<file path="config.mk">
export PLATFORM = sky130hd
export DESIGN_NAME = t1_idle_monitor_flat
export DESIGN_NICKNAME = d
export VERILOG_FILES = /design/src/rtl/t1_common_pkg.sv /design/src/rtl/t1_idle_monitor_if.sv /design/src/rtl/t1_outstanding_counter.sv /design/src/rtl/t1_idle_monitor.sv /design/src/flat_wrapper.sv
export SDC_FILE = /design/constraint.sdc
export NUM_CORES = 1
export LEC_CHECK = 0
export CAP_MARGIN = 10
export CELL_PAD_IN_SITES_DETAIL_PLACEMENT = 0
export CELL_PAD_IN_SITES_GLOBAL_PLACEMENT = 2
export CORE_MARGIN = 2
export CORE_UTILIZATION = 35
export DETAILED_ROUTE_END_ITERATION = 12
export GPL_TIMING_DRIVEN = 0
export PLACE_DENSITY = 0.84
export SYNTH_ARGS = -nofsm -noshare
export SYNTH_HDL_FRONTEND = slang
export SYNTH_HIERARCHICAL = 1
export SYNTH_SLANG_ARGS = --single-unit
</file>
<file path="constraint.sdc">
create_clock -name clock -period 2.43 [get_ports clock]
set_clock_uncertainty 0.2 [all_clocks]
set_input_delay 0.243 -clock clock [delete_from_list [all_inputs] [get_ports clock]]
set_output_delay 0.243 -clock clock [all_outputs]
set_load 0.03 [all_outputs]
</file>
<file path="src/rtl/t1_common_pkg.sv">
// Shared types for the t1 sim-control blocks.
//   mon_state_e : idle-monitor FSM states
//   error_e     : accounting error codes reported by the idle monitor
package t1_common_pkg;

  typedef enum logic [1:0] {
    MON_BUSY,
    MON_DRAIN,
    MON_IDLE,
    MON_ERROR
  } mon_state_e;

  typedef enum logic [2:0] {
    ERR_NONE,
    ERR_UNDERFLOW_R,
    ERR_UNDERFLOW_W,
    ERR_UNDERFLOW_B,
    ERR_OVERFLOW
  } error_e;

endpackage

</file>
<file path="src/rtl/t1_idle_monitor_if.sv">
// Bus-event / status bundle between the sim-control shell and the idle monitor.
//   master : shell side, drives init_flag, core_busy and the *_fire events
//   slave  : monitor side, returns idle, outstanding counts and the error status
interface t1_idle_monitor_if
  import t1_common_pkg::*;
#(
  parameter int unsigned MAX_OUTSTANDING = 64
) ();

  localparam int unsigned CNT_W = $clog2(MAX_OUTSTANDING + 1);

  logic             init_flag;
  logic             core_busy;
  logic             ar_fire;
  logic             r_last_fire;
  logic             aw_fire;
  logic             w_last_fire;
  logic             b_fire;
  logic             idle;
  logic [CNT_W-1:0] rd_outstanding;
  logic [CNT_W-1:0] wdata_pending;
  logic [CNT_W-1:0] wr_outstanding;
  logic             error;
  error_e           error_code;

  modport master (
    output init_flag, core_busy, ar_fire, r_last_fire, aw_fire, w_last_fire, b_fire,
    input  idle, rd_outstanding, wdata_pending, wr_outstanding, error, error_code
  );

  modport slave (
    input  init_flag, core_busy, ar_fire, r_last_fire, aw_fire, w_last_fire, b_fire,
    output idle, rd_outstanding, wdata_pending, wr_outstanding, error, error_code
  );

endinterface

</file>
<file path="src/rtl/t1_outstanding_counter.sv">
// Saturating up/down counter of in-flight transactions.
//   clock, reset_n : clock, async active-low reset
//   en             : events are only counted while high
//   inc, dec       : one transaction issued / retired this cycle
//   cnt            : registered count
//   underflow      : dec at zero without inc (count holds)
//   overflow       : inc at MAX without dec (count holds)
module t1_outstanding_counter #(
  parameter int unsigned MAX   = 64,
  parameter int unsigned CNT_W = $clog2(MAX + 1)
) (
  input  logic             clock,
  input  logic             reset_n,
  input  logic             en,
  input  logic             inc,
  input  logic             dec,
  output logic [CNT_W-1:0] cnt,
  output logic             underflow,
  output logic             overflow
);

  localparam logic [CNT_W-1:0] MaxCnt = CNT_W'(MAX);
  localparam logic [CNT_W-1:0] One    = CNT_W'(1);

  logic [CNT_W-1:0] cnt_q, cnt_d;

  always_comb begin
    cnt_d     = cnt_q;
    underflow = 1'b0;
    overflow  = 1'b0;
    if (en) begin
      unique case ({inc, dec})
        2'b10: begin
          if (cnt_q == MaxCnt) overflow = 1'b1;
          else                 cnt_d    = cnt_q + One;
        end
        2'b01: begin
          if (cnt_q == '0) underflow = 1'b1;
          else             cnt_d     = cnt_q - One;
        end
        // Simultaneous inc and dec cancel; no event leaves the count alone.
        default: cnt_d = cnt_q;
      endcase
    end
  end

  always_ff @(posedge clock or negedge reset_n) begin
    if (!reset_n) cnt_q <= '0;
    else          cnt_q <= cnt_d;
  end

  assign cnt = cnt_q;

endmodule

</file>
<file path="src/rtl/t1_idle_monitor.sv">
// Idle monitor for the sim-control shell.
// Tracks outstanding AXI reads (AR vs R-last), write data (AW vs W-last) and write
// responses (AW vs B); asserts idle once everything is drained, the core is not busy
// and the bus has been quiet for QUIET_CYCLES consecutive cycles. Accounting errors
// are latched (first one wins) and park the FSM in MON_ERROR until reset.
//   clock, reset_n : clock, async active-low reset
//   mon_if         : slave side of t1_idle_monitor_if (events in, status out)
module t1_idle_monitor
  import t1_common_pkg::*;
#(
  parameter int unsigned MAX_OUTSTANDING = 64,
  parameter int unsigned QUIET_CYCLES    = 16
) (
  input  logic              clock,
  input  logic              reset_n,
  t1_idle_monitor_if.slave  mon_if
);

  localparam int unsigned CNT_W = $clog2(MAX_OUTSTANDING + 1);
  localparam int unsigned QW    = $clog2(QUIET_CYCLES + 1);
  localparam logic [QW-1:0] QuietLast = QW'(QUIET_CYCLES - 1);
  localparam logic [QW-1:0] QuietOne  = QW'(1);

  logic             cnt_en;
  logic [CNT_W-1:0] rd_cnt, wd_cnt, wr_cnt;
  logic             rd_unf, rd_ovf, wd_unf, wd_ovf, wr_unf, wr_ovf;
  logic             any_fire, quiet;
  error_e           err_now;

  mon_state_e       state_q, state_d;
  logic [QW-1:0]    qcnt_q, qcnt_d;
  error_e           error_code_q, error_code_d;

  assign cnt_en = ~mon_if.init_flag;

  t1_outstanding_counter #(.MAX(MAX_OUTSTANDING), .CNT_W(CNT_W)) u_rd_cnt (
    .clock     (clock),
    .reset_n   (reset_n),
    .en        (cnt_en),
    .inc       (mon_if.ar_fire),
    .dec       (mon_if.r_last_fire),
    .cnt       (rd_cnt),
    .underflow (rd_unf),
    .overflow  (rd_ovf)
  );

  t1_outstanding_counter #(.MAX(MAX_OUTSTANDING), .CNT_W(CNT_W)) u_wd_cnt (
    .clock     (clock),
    .reset_n   (reset_n),
    .en        (cnt_en),
    .inc       (mon_if.aw_fire),
    .dec       (mon_if.w_last_fire),
    .cnt       (wd_cnt),
    .underflow (wd_unf),
    .overflow  (wd_ovf)
  );

  t1_outstanding_counter #(.MAX(MAX_OUTSTANDING), .CNT_W(CNT_W)) u_wr_cnt (
    .clock     (clock),
    .reset_n   (reset_n),
    .en        (cnt_en),
    .inc       (mon_if.aw_fire),
    .dec       (mon_if.b_fire),
    .cnt       (wr_cnt),
    .underflow (wr_unf),
    .overflow  (wr_ovf)
  );

  assign any_fire = mon_if.ar_fire | mon_if.r_last_fire | mon_if.aw_fire |
                    mon_if.w_last_fire | mon_if.b_fire;

  // Quiet requires no events this cycle, so the post-update counts equal the
  // current registered counts and can be used directly.
  assign quiet = (rd_cnt == '0) && (wd_cnt == '0) && (wr_cnt == '0) &&
                 !mon_if.core_busy && !any_fire && !mon_if.init_flag;

  // Priority encode this cycle's error; the counters already gate on init_flag.
  always_comb begin
    err_now = ERR_NONE;
    if      (rd_unf)                    err_now = ERR_UNDERFLOW_R;
    else if (wd_unf)                    err_now = ERR_UNDERFLOW_W;
    else if (wr_unf)                    err_now = ERR_UNDERFLOW_B;
    else if (rd_ovf || wd_ovf || wr_ovf) err_now = ERR_OVERFLOW;
  end

  always_comb begin
    state_d      = state_q;
    qcnt_d       = qcnt_q;
    error_code_d = error_code_q;
    if (state_q != MON_ERROR && err_now != ERR_NONE) begin
      state_d      = MON_ERROR;
      error_code_d = err_now;
      qcnt_d       = '0;
    end else begin
      unique case (state_q)
        MON_BUSY: begin
          if (quiet) begin
            if (QUIET_CYCLES == 1) begin
              state_d = MON_IDLE;
              qcnt_d  = '0;
            end else begin
              state_d = MON_DRAIN;
              qcnt_d  = QuietOne;
            end
          end
        end
        MON_DRAIN: begin
          if (!quiet) begin
            state_d = MON_BUSY;
            qcnt_d  = '0;
          end else if (qcnt_q == QuietLast) begin
            state_d = MON_IDLE;
            qcnt_d  = '0;
          end else begin
            qcnt_d = qcnt_q + QuietOne;
          end
        end
        MON_IDLE: begin
          if (!quiet) state_d = MON_BUSY;
        end
        MON_ERROR: begin
          state_d = MON_ERROR;
        end
        default: begin
          state_d = MON_BUSY;
          qcnt_d  = '0;
        end
      endcase
    end
  end

  always_ff @(posedge clock or negedge reset_n) begin
    if (!reset_n) begin
      state_q      <= MON_BUSY;
      qcnt_q       <= '0;
      error_code_q <= ERR_NONE;
    end else begin
      state_q      <= state_d;
      qcnt_q       <= qcnt_d;
      error_code_q <= error_code_d;
    end
  end

  assign mon_if.idle           = (state_q == MON_IDLE);
  assign mon_if.error          = (state_q == MON_ERROR);
  assign mon_if.error_code     = error_code_q;
  assign mon_if.rd_outstanding = rd_cnt;
  assign mon_if.wdata_pending  = wd_cnt;
  assign mon_if.wr_outstanding = wr_cnt;

endmodule
</file>
<file path="src/flat_wrapper.sv">
// flat-port wrapper written by rule: the top's interface ports become plain ports
module t1_idle_monitor_flat import t1_common_pkg::*;
#(
  parameter int unsigned MAX_OUTSTANDING = 64,
  parameter int unsigned QUIET_CYCLES    = 16
)
  (clock, reset_n, mon_if_init_flag, mon_if_core_busy, mon_if_ar_fire, mon_if_r_last_fire, mon_if_aw_fire, mon_if_w_last_fire, mon_if_b_fire, mon_if_idle, mon_if_rd_outstanding, mon_if_wdata_pending, mon_if_wr_outstanding, mon_if_error, mon_if_error_code);
  t1_idle_monitor_if #(.MAX_OUTSTANDING(MAX_OUTSTANDING)) mon_if_i ();
  input  logic clock;
  input  logic reset_n;
  input wire logic [$bits(mon_if_i.init_flag)-1:0] mon_if_init_flag;
  input wire logic [$bits(mon_if_i.core_busy)-1:0] mon_if_core_busy;
  input wire logic [$bits(mon_if_i.ar_fire)-1:0] mon_if_ar_fire;
  input wire logic [$bits(mon_if_i.r_last_fire)-1:0] mon_if_r_last_fire;
  input wire logic [$bits(mon_if_i.aw_fire)-1:0] mon_if_aw_fire;
  input wire logic [$bits(mon_if_i.w_last_fire)-1:0] mon_if_w_last_fire;
  input wire logic [$bits(mon_if_i.b_fire)-1:0] mon_if_b_fire;
  output wire logic [$bits(mon_if_i.idle)-1:0] mon_if_idle;
  output wire logic [$bits(mon_if_i.rd_outstanding)-1:0] mon_if_rd_outstanding;
  output wire logic [$bits(mon_if_i.wdata_pending)-1:0] mon_if_wdata_pending;
  output wire logic [$bits(mon_if_i.wr_outstanding)-1:0] mon_if_wr_outstanding;
  output wire logic [$bits(mon_if_i.error)-1:0] mon_if_error;
  output wire logic [$bits(mon_if_i.error_code)-1:0] mon_if_error_code;
  assign mon_if_i.init_flag = mon_if_init_flag;
  assign mon_if_i.core_busy = mon_if_core_busy;
  assign mon_if_i.ar_fire = mon_if_ar_fire;
  assign mon_if_i.r_last_fire = mon_if_r_last_fire;
  assign mon_if_i.aw_fire = mon_if_aw_fire;
  assign mon_if_i.w_last_fire = mon_if_w_last_fire;
  assign mon_if_i.b_fire = mon_if_b_fire;
  assign mon_if_idle = mon_if_i.idle;
  assign mon_if_rd_outstanding = mon_if_i.rd_outstanding;
  assign mon_if_wdata_pending = mon_if_i.wdata_pending;
  assign mon_if_wr_outstanding = mon_if_i.wr_outstanding;
  assign mon_if_error = mon_if_i.error;
  assign mon_if_error_code = mon_if_i.error_code;
  t1_idle_monitor #(.MAX_OUTSTANDING(MAX_OUTSTANDING), .QUIET_CYCLES(QUIET_CYCLES)) u_core (.clock(clock), .reset_n(reset_n), .mon_if(mon_if_i));
endmodule
</file>
## Word level (Yosys, flattened, before mapping)

Cells that the tools add are included.

| storage, ports and cells | value |
|---|---|
| register bits | 31 |
| input bits | 9 |

| operators by class | value |
|---|---|
| equality and inequality tests | 23 |
| bitwise operators | 5 |
| reduce and logical (&&, ||, !) cells | 25 |
| add/subtract/negate cells | 7 |
| muxes and demuxes | 42 |

Operators with widths:

| operator | number |
|---|---|
| $mux 7 | 6 |
| $pmux 7 s2 | 3 |
| $add 7x1->7 const B | 3 |
| $eq 7x7->1 const B | 3 |
| $logic_not 7->1 | 3 |
| $sub 7x1->7 const B | 3 |
| $mux 5 | 4 |
| $mux 1 | 18 |
| $ne 2x2->1 const B | 7 |
| $mux 3 | 4 |
| $reduce_and 4->1 | 3 |
| $eq 2x2->1 const B | 5 |
| $mux 2 | 5 |
| $pmux 5 s2 | 1 |
| $eq 2x1->1 const B | 4 |
| $pmux 2 s4 | 1 |
| $logic_and 1x1->1 | 6 |
| $reduce_bool 2->1 | 3 |
| $reduce_bool 3->1 | 2 |
| $add 5x1->5 const B | 1 |
| $eq 5x4->1 const B | 1 |
| $ne 4x4->1 const B | 1 |
| $or 1x1->1 | 4 |
| $logic_not 1->1 | 3 |
| other kinds (7) | 8 |

## Depth between registers and ports, before layout

Gate-level depths: netlist of run 1.

| logic depth | value |
|---|---|
| depth in word-level cells | 14 |
| mapped depth | 8 |
| mapped depth without buffers | 8 |

## Hierarchy

The synthesis of run 1 kept the hierarchy.

By module, submodules not included:

| module | times used | area each (µm²) | cells each |
|---|---|---|---|
| t1_outstanding_counter | 3 | 534.3 | 52 |
| t1_idle_monitor | 1 | 825.8 | 88 |

## Worst setup path after synthesis of run 1

No wires, ideal clock.

| timing | value |
|---|---|
| path kind | flip-flop to flip-flop |
| from | register u_core.u_wd_cnt.cnt_q[3], in the netlist u_core/u_wd_cnt/cnt[3] |
| to | register u_core.qcnt_q[2] |
| arrival time | 1961 ps |
| library setup time | 125 ps |
| period minus slack after synthesis | 2286 ps |
| path slack | 144 ps |
| stages on the path, launching flop included | 9 |
| path buffers | 0 |
| cells stage by stage | dfrtp_1 nor3_4 nand4_1 nor3b_1 nor3_1 a21oi_1 nor3b_1 nand3_1 nand3_1 |

| between the ends | value |
|---|---|
| elaborated cells on any way between the ends | 27 |
| classes of those cells | eq/ne (2); mux (13); reduce/logical (12) |

RTL lines:

| element | line | text |
|---|---|---|
| start: declaration | t1_outstanding_counter.sv:25 | `logic [CNT_W-1:0] cnt_q, cnt_d;` |
| start signal: assignment | t1_outstanding_counter.sv:49 | `else cnt_q <= cnt_d;` |
| $logic_not 7->1 (*) | t1_outstanding_counter.sv:38 | `if (cnt_q == '0) underflow = 1'b1;` |
| $mux 1 (*) | t1_outstanding_counter.sv:38 |  |
| $mux 1 (*) | t1_outstanding_counter.sv:32 | `unique case ({inc, dec})` |
| $mux 1 (*) | t1_outstanding_counter.sv:31 | `if (en) begin` |
| named net u_core.wd_unf | t1_idle_monitor.sv:26 | `logic rd_unf, rd_ovf, wd_unf, wd_ovf, wr_unf, wr_ovf;` |
| $mux 3 (*) | t1_idle_monitor.sv:81 | `else if (wd_unf) err_now = ERR_UNDERFLOW_W;` |
| $mux 3 (*) | t1_idle_monitor.sv:80 | `if (rd_unf) err_now = ERR_UNDERFLOW_R;` |
| $reduce_bool 3->1 (*) | t1_idle_monitor.sv:90 | `if (state_q != MON_ERROR && err_now != ERR_NONE) begin` |
| $logic_and 1x1->1 (*) | t1_idle_monitor.sv:90 |  |
| $ne 3x1->1 (no source line) or $reduce_bool 3->1 (tied branches) | n/a |  |
| $reduce_and 2->1 (no source line) | n/a |  |
| end signal: assignment | t1_idle_monitor.sv:139 | `qcnt_q <= qcnt_d;` |
| end: declaration | t1_idle_monitor.sv:31 | `logic [QW-1:0] qcnt_q, qcnt_d;` |

Mark *: on every way through the listed nets, which the timed path passes. The rest lies on a longest branch.
A chain may end at the register's enable or synchronous reset.

## Worst setup path in the final report of run 1

| timing | value |
|---|---|
| from | input port mon_if_b_fire |
| to | register u_core.u_wr_cnt.cnt_q[6], in the netlist u_core/u_wr_cnt/cnt[6] |

| between the ends | value |
|---|---|
| longest elaborated chain between the ends | 3 |
| elaborated cells on any way between the ends | 7 |
| classes of those cells | eq/ne (4); mux (1); reduce/logical (2) |

Ends and longest elaborated chain:

| element | line | text |
|---|---|---|
| start: declaration | flat_wrapper.sv:17 | `input wire logic [$bits(mon_if_i.b_fire)-1:0] mon_if_b_fire;` |
| $eq 2x1->1 or $eq 2x2->1 (tied branches) | t1_outstanding_counter.sv:32 |  |
| $ne 2x2->1 (no source line) or $reduce_bool 2->1 (tied branches) | n/a |  |
| $reduce_and 4->1 (no source line) | n/a |  |
| end signal: assignment | t1_outstanding_counter.sv:49 |  |
| end: declaration | t1_outstanding_counter.sv:25 |  |

Several ways; a longest one is shown, not always the timed one.

==> run metrics, run 1 <==
outcome completed; Max-slew headroom 0.517; Max Used Layer met4; worst-skew pair later-pin latency 280 ps; largest area contributor in the synthesized netlist dfrtp_1; Fmax 434 MHz; FF+latch count, synth 31; hold path startpoint u_core/mon_if.error_code[2]; CTS max path bufs 2; fillers 679; worst min path class flop to flop; Hold EP u_core/mon_if.error_code[2]; IR drop worst, VDD 0.711 mV; Buf/Inv on CP 2; clock tree sinks 31; worst stage delay on the critical path 520 ps; met3 WL 157 um; DR vias/cell 5.39; worst r2r src u_core/u_wr_cnt/cnt[3]; Max Cap Viol 0; first-pass GRT wire length 9.38 mm; Initial Util 0.359; Crit path max-delay family buffers and inverters; Hold Path Depth 1; crit path kind input port to flop; flop-to-flop setup slack 140 ps; routability congestion estimate 0.801; initial antenna violation count 0; Async SR Flop Fraction 1.00; Die Wd 87.3 um; die footprint 0.00762 mm^2; Post-synth EDFFs 0; Slew Limit Fails 0; CTS tree done; DP Area 0.00286 mm^2; mapped cell area 0.00243 mm^2; Worst R2R Path Depth 8; Final Non-Filler Cells 368; dpl cells 358; GRT overflow 0; # rows 30; Leakage Power 1.10 nW; Finished Cell Area 0.00302 mm^2; prevailing post-synth register cell dfrtp_1; port bufs 34; Syn Nets 261; Syn Inst Count 244; Critical R2R Capture u_core/qcnt_q[2]; post-DP HPWL 3.99 mm; post-synthesis sequential area ratio 0.319; most frequent CP cell xnor2_1; Routed Antenna Nets 0; CTS buffer count 5; critical-path cell list clkdlybuf4s50_1 > nor2b_2 > buf_4 > xnor2_1 > ha_1 > or3_1 > nor4_2 > o22ai_1 > xnor2_1; slowest cell on the critical path clkdlybuf4s50_1; CORE AREA 0.00676 mm^2; share of layout cells above drive strength 1 0.208; area grow syn2layout 24.4%; length of routed wiring on met1 2.80 mm; final setup violation count 0; # diodes 0; clock root cell clkbuf_8; H-tree levels 2; Levels on crit path 9; Yosys cell types 46; wire per inst 15.0 um; area of the multi-input gates 0.00161 mm^2; post-synth top area share 0.319; P per Cell Area 1230 mW/mm^2; crit start category input port; WP data arrival 2260 ps; clock-pin slew on the worst setup and hold paths 70 ps; crit end category flop; cells taking the most area after synthesis dfrtp_1 32%, xnor2_1 7.9%, ha_1 4.1%; total wire length 5.50 mm; Crit Path Max Fanout 7; crit share post-route 0.948; final hold vios 0; largest net degree at the start of global routing 32; drt initial violations 68; vias in the first global route 1,864; WL met2 2.49 mm; die extent in y 87.3 um; drt pass-1 iters 4; routed vias 1,983; Slew @ Worst Pin 725 ps; WP data required 2390 ps; Remaining DRCs 0; nets@finish 304; syn_area_per_cell 9.95 um^2; register area 778 um^2; Ys Warns 6; number of top-level pins 35; fin crit period 2300 ps; GRT Util Overall 0.155
synth_stat cells (2+ instances only):
cell type  number
nor2_2          6
nand4_1         4
nand2_1        23
nor3_1         12
ha_1            8
nor4_2          6
nor3b_1         7
o21ai_0         3
a21oi_1         7
nand3b_1        6
or3_1           3
nor3_4          3
mux2_1          3
clkbuf_1        3
nor2_1         13
nor4_4          4
or3b_4          3
a21oi_2         2
nor2b_2         3
inv_1          12
a31oi_4         3
nor4_1          7
o32ai_1         3
o22ai_1        10
xnor2_1        22
dfrtp_1        31
o21ai_1         7
buf_4           3
a41oi_4         3
mux2_4          3
nand3_1         6
per-layer routing:
| layer | GRT usage | up-vias |
|---|---|---|
| met4 | 0.0378 | 0 |
| met5 | 0 | - |
| met1 | 0.229 | 942 |
| met2 | 0.231 | 38 |
| met3 | 0.0284 | 4 |
| li1 | - | 999 |
sequential cells by signal, indices dropped and copies added (netlist names):
| signal | flops |
|---|---|
| u_core/u_wd_cnt/cnt | 7 |
| u_core/u_wr_cnt/cnt | 7 |
| u_core/u_rd_cnt/cnt | 7 |
| u_core/state_q | 2 |
| u_core/qcnt_q | 5 |
| u_core/mon_if.error_code | 3 |
worst max-delay path by stage:
stage | slack (ps) | end | startpoint
finish | 130 | u_core/u_wr_cnt/cnt[6] | mon_if_b_fire
global route | -10 | u_core/qcnt_q[2] | u_core/u_wr_cnt/cnt[3]
CTS | 2 | u_core/qcnt_q[2] | u_core/u_wr_cnt/cnt[3]
detailed placement | -310 | u_core/qcnt_q[2] | mon_if_aw_fire
global placement | -340 | u_core/qcnt_q[2] | mon_if_r_last_fire
floorplan | 140 | u_core/qcnt_q[2] | u_core/u_wd_cnt/cnt[3]
final cells by class:
type                       count  area share
timing repair buffer          36       0.117
inverter                      12      0.0149
buffer                         6      0.0112
sequential                    31       0.258
tap                           80      0.0331
multi-input combinational    195       0.533
clock buffer                   8      0.0331
cell usage in the layout, fill, tap and decap left out, types with 3 or more instances in the layout:
master,n
nor4_1,7
nand3_1,6
dfrtp_1,29
nor4_4,4
nor3_4,3
o21ai_1,7
nand2_1,23
clkbuf_8,7
nor2b_2,3
a31oi_4,3
o32ai_1,3
nand3b_1,6
nand4_1,4
buf_4,4
clkbuf_1,4
nor3b_1,4
o22ai_1,10
nor4_2,6
or3_1,3
ha_1,8
clkdlybuf4s50_1,31
o21ai_0,3
a21oi_1,6
a21oi_2,3
nor2_2,6
mux2_1,3
or3b_4,3
xnor2_1,22
nor2_1,13
nor3_1,10
a41oi_4,3
inv_1,12
mux2_4,3
cells by family (layout without fill, tap and decap cells):
kind of cell	Yosys count	count (layout)	synth area share
multiplexers	6	6	0.0325
flip-flops	31	31	0.319
buffers and inverters	18	62	0.0325
XOR/XNOR	22	22	0.0793
AND/OR/NAND/NOR	112	112	0.325
AO/OA/AOI/OAI	47	47	0.171
adder cells (fa/ha/maj)	8	8	0.0412
repair_timing:
action | CTS | global route
setup endpoints to repair | 1 | 5
hold endpoints to repair | 31 | 0
setup buffers | 0 | 1
pin swaps | 0 | 3
hold buffers | 1 | 0
gates resized for setup | 3 | 8
where the power goes:
group          leakage (nW)  internal, mW  switching, mW  total (mW)
registers             0.383         0.721          0.538        1.26
clock network        0.0515         0.259          0.199       0.458
logic                 0.669         0.874           1.12        2.00
total                  1.10          1.85           1.86        3.72
metrics by stage:
stage               power (mW)   util  hold WS, ps  setup WS (ps)  TNS (ps)
floorplan                 2.56      -         -253            144         0
global placement          3.23  0.425          271           -340     -2690
detailed placement        3.24  0.424          153           -310     -2590
CTS                       3.72  0.441          292           1.85         0
finish                    3.72  0.447          286            126         0
global route              3.99  0.447          319          -13.4     -13.4
No activity file was read; power rests on OpenSTA's default activity.
==> run 2, diff against run 1 <==
--- a/config.mk
+++ b/config.mk
@@ -11,6 +11,7 @@
 export CORE_MARGIN = 2
 export CORE_UTILIZATION = 35
 export DETAILED_ROUTE_END_ITERATION = 12
+export GPL_ROUTABILITY_DRIVEN = 0
 export GPL_TIMING_DRIVEN = 0
 export PLACE_DENSITY = 0.84
 export SYNTH_ARGS = -nofsm -noshare
==> results of run 2 <==
The final DEF is identical to that of run 1; final timing and power are the same.
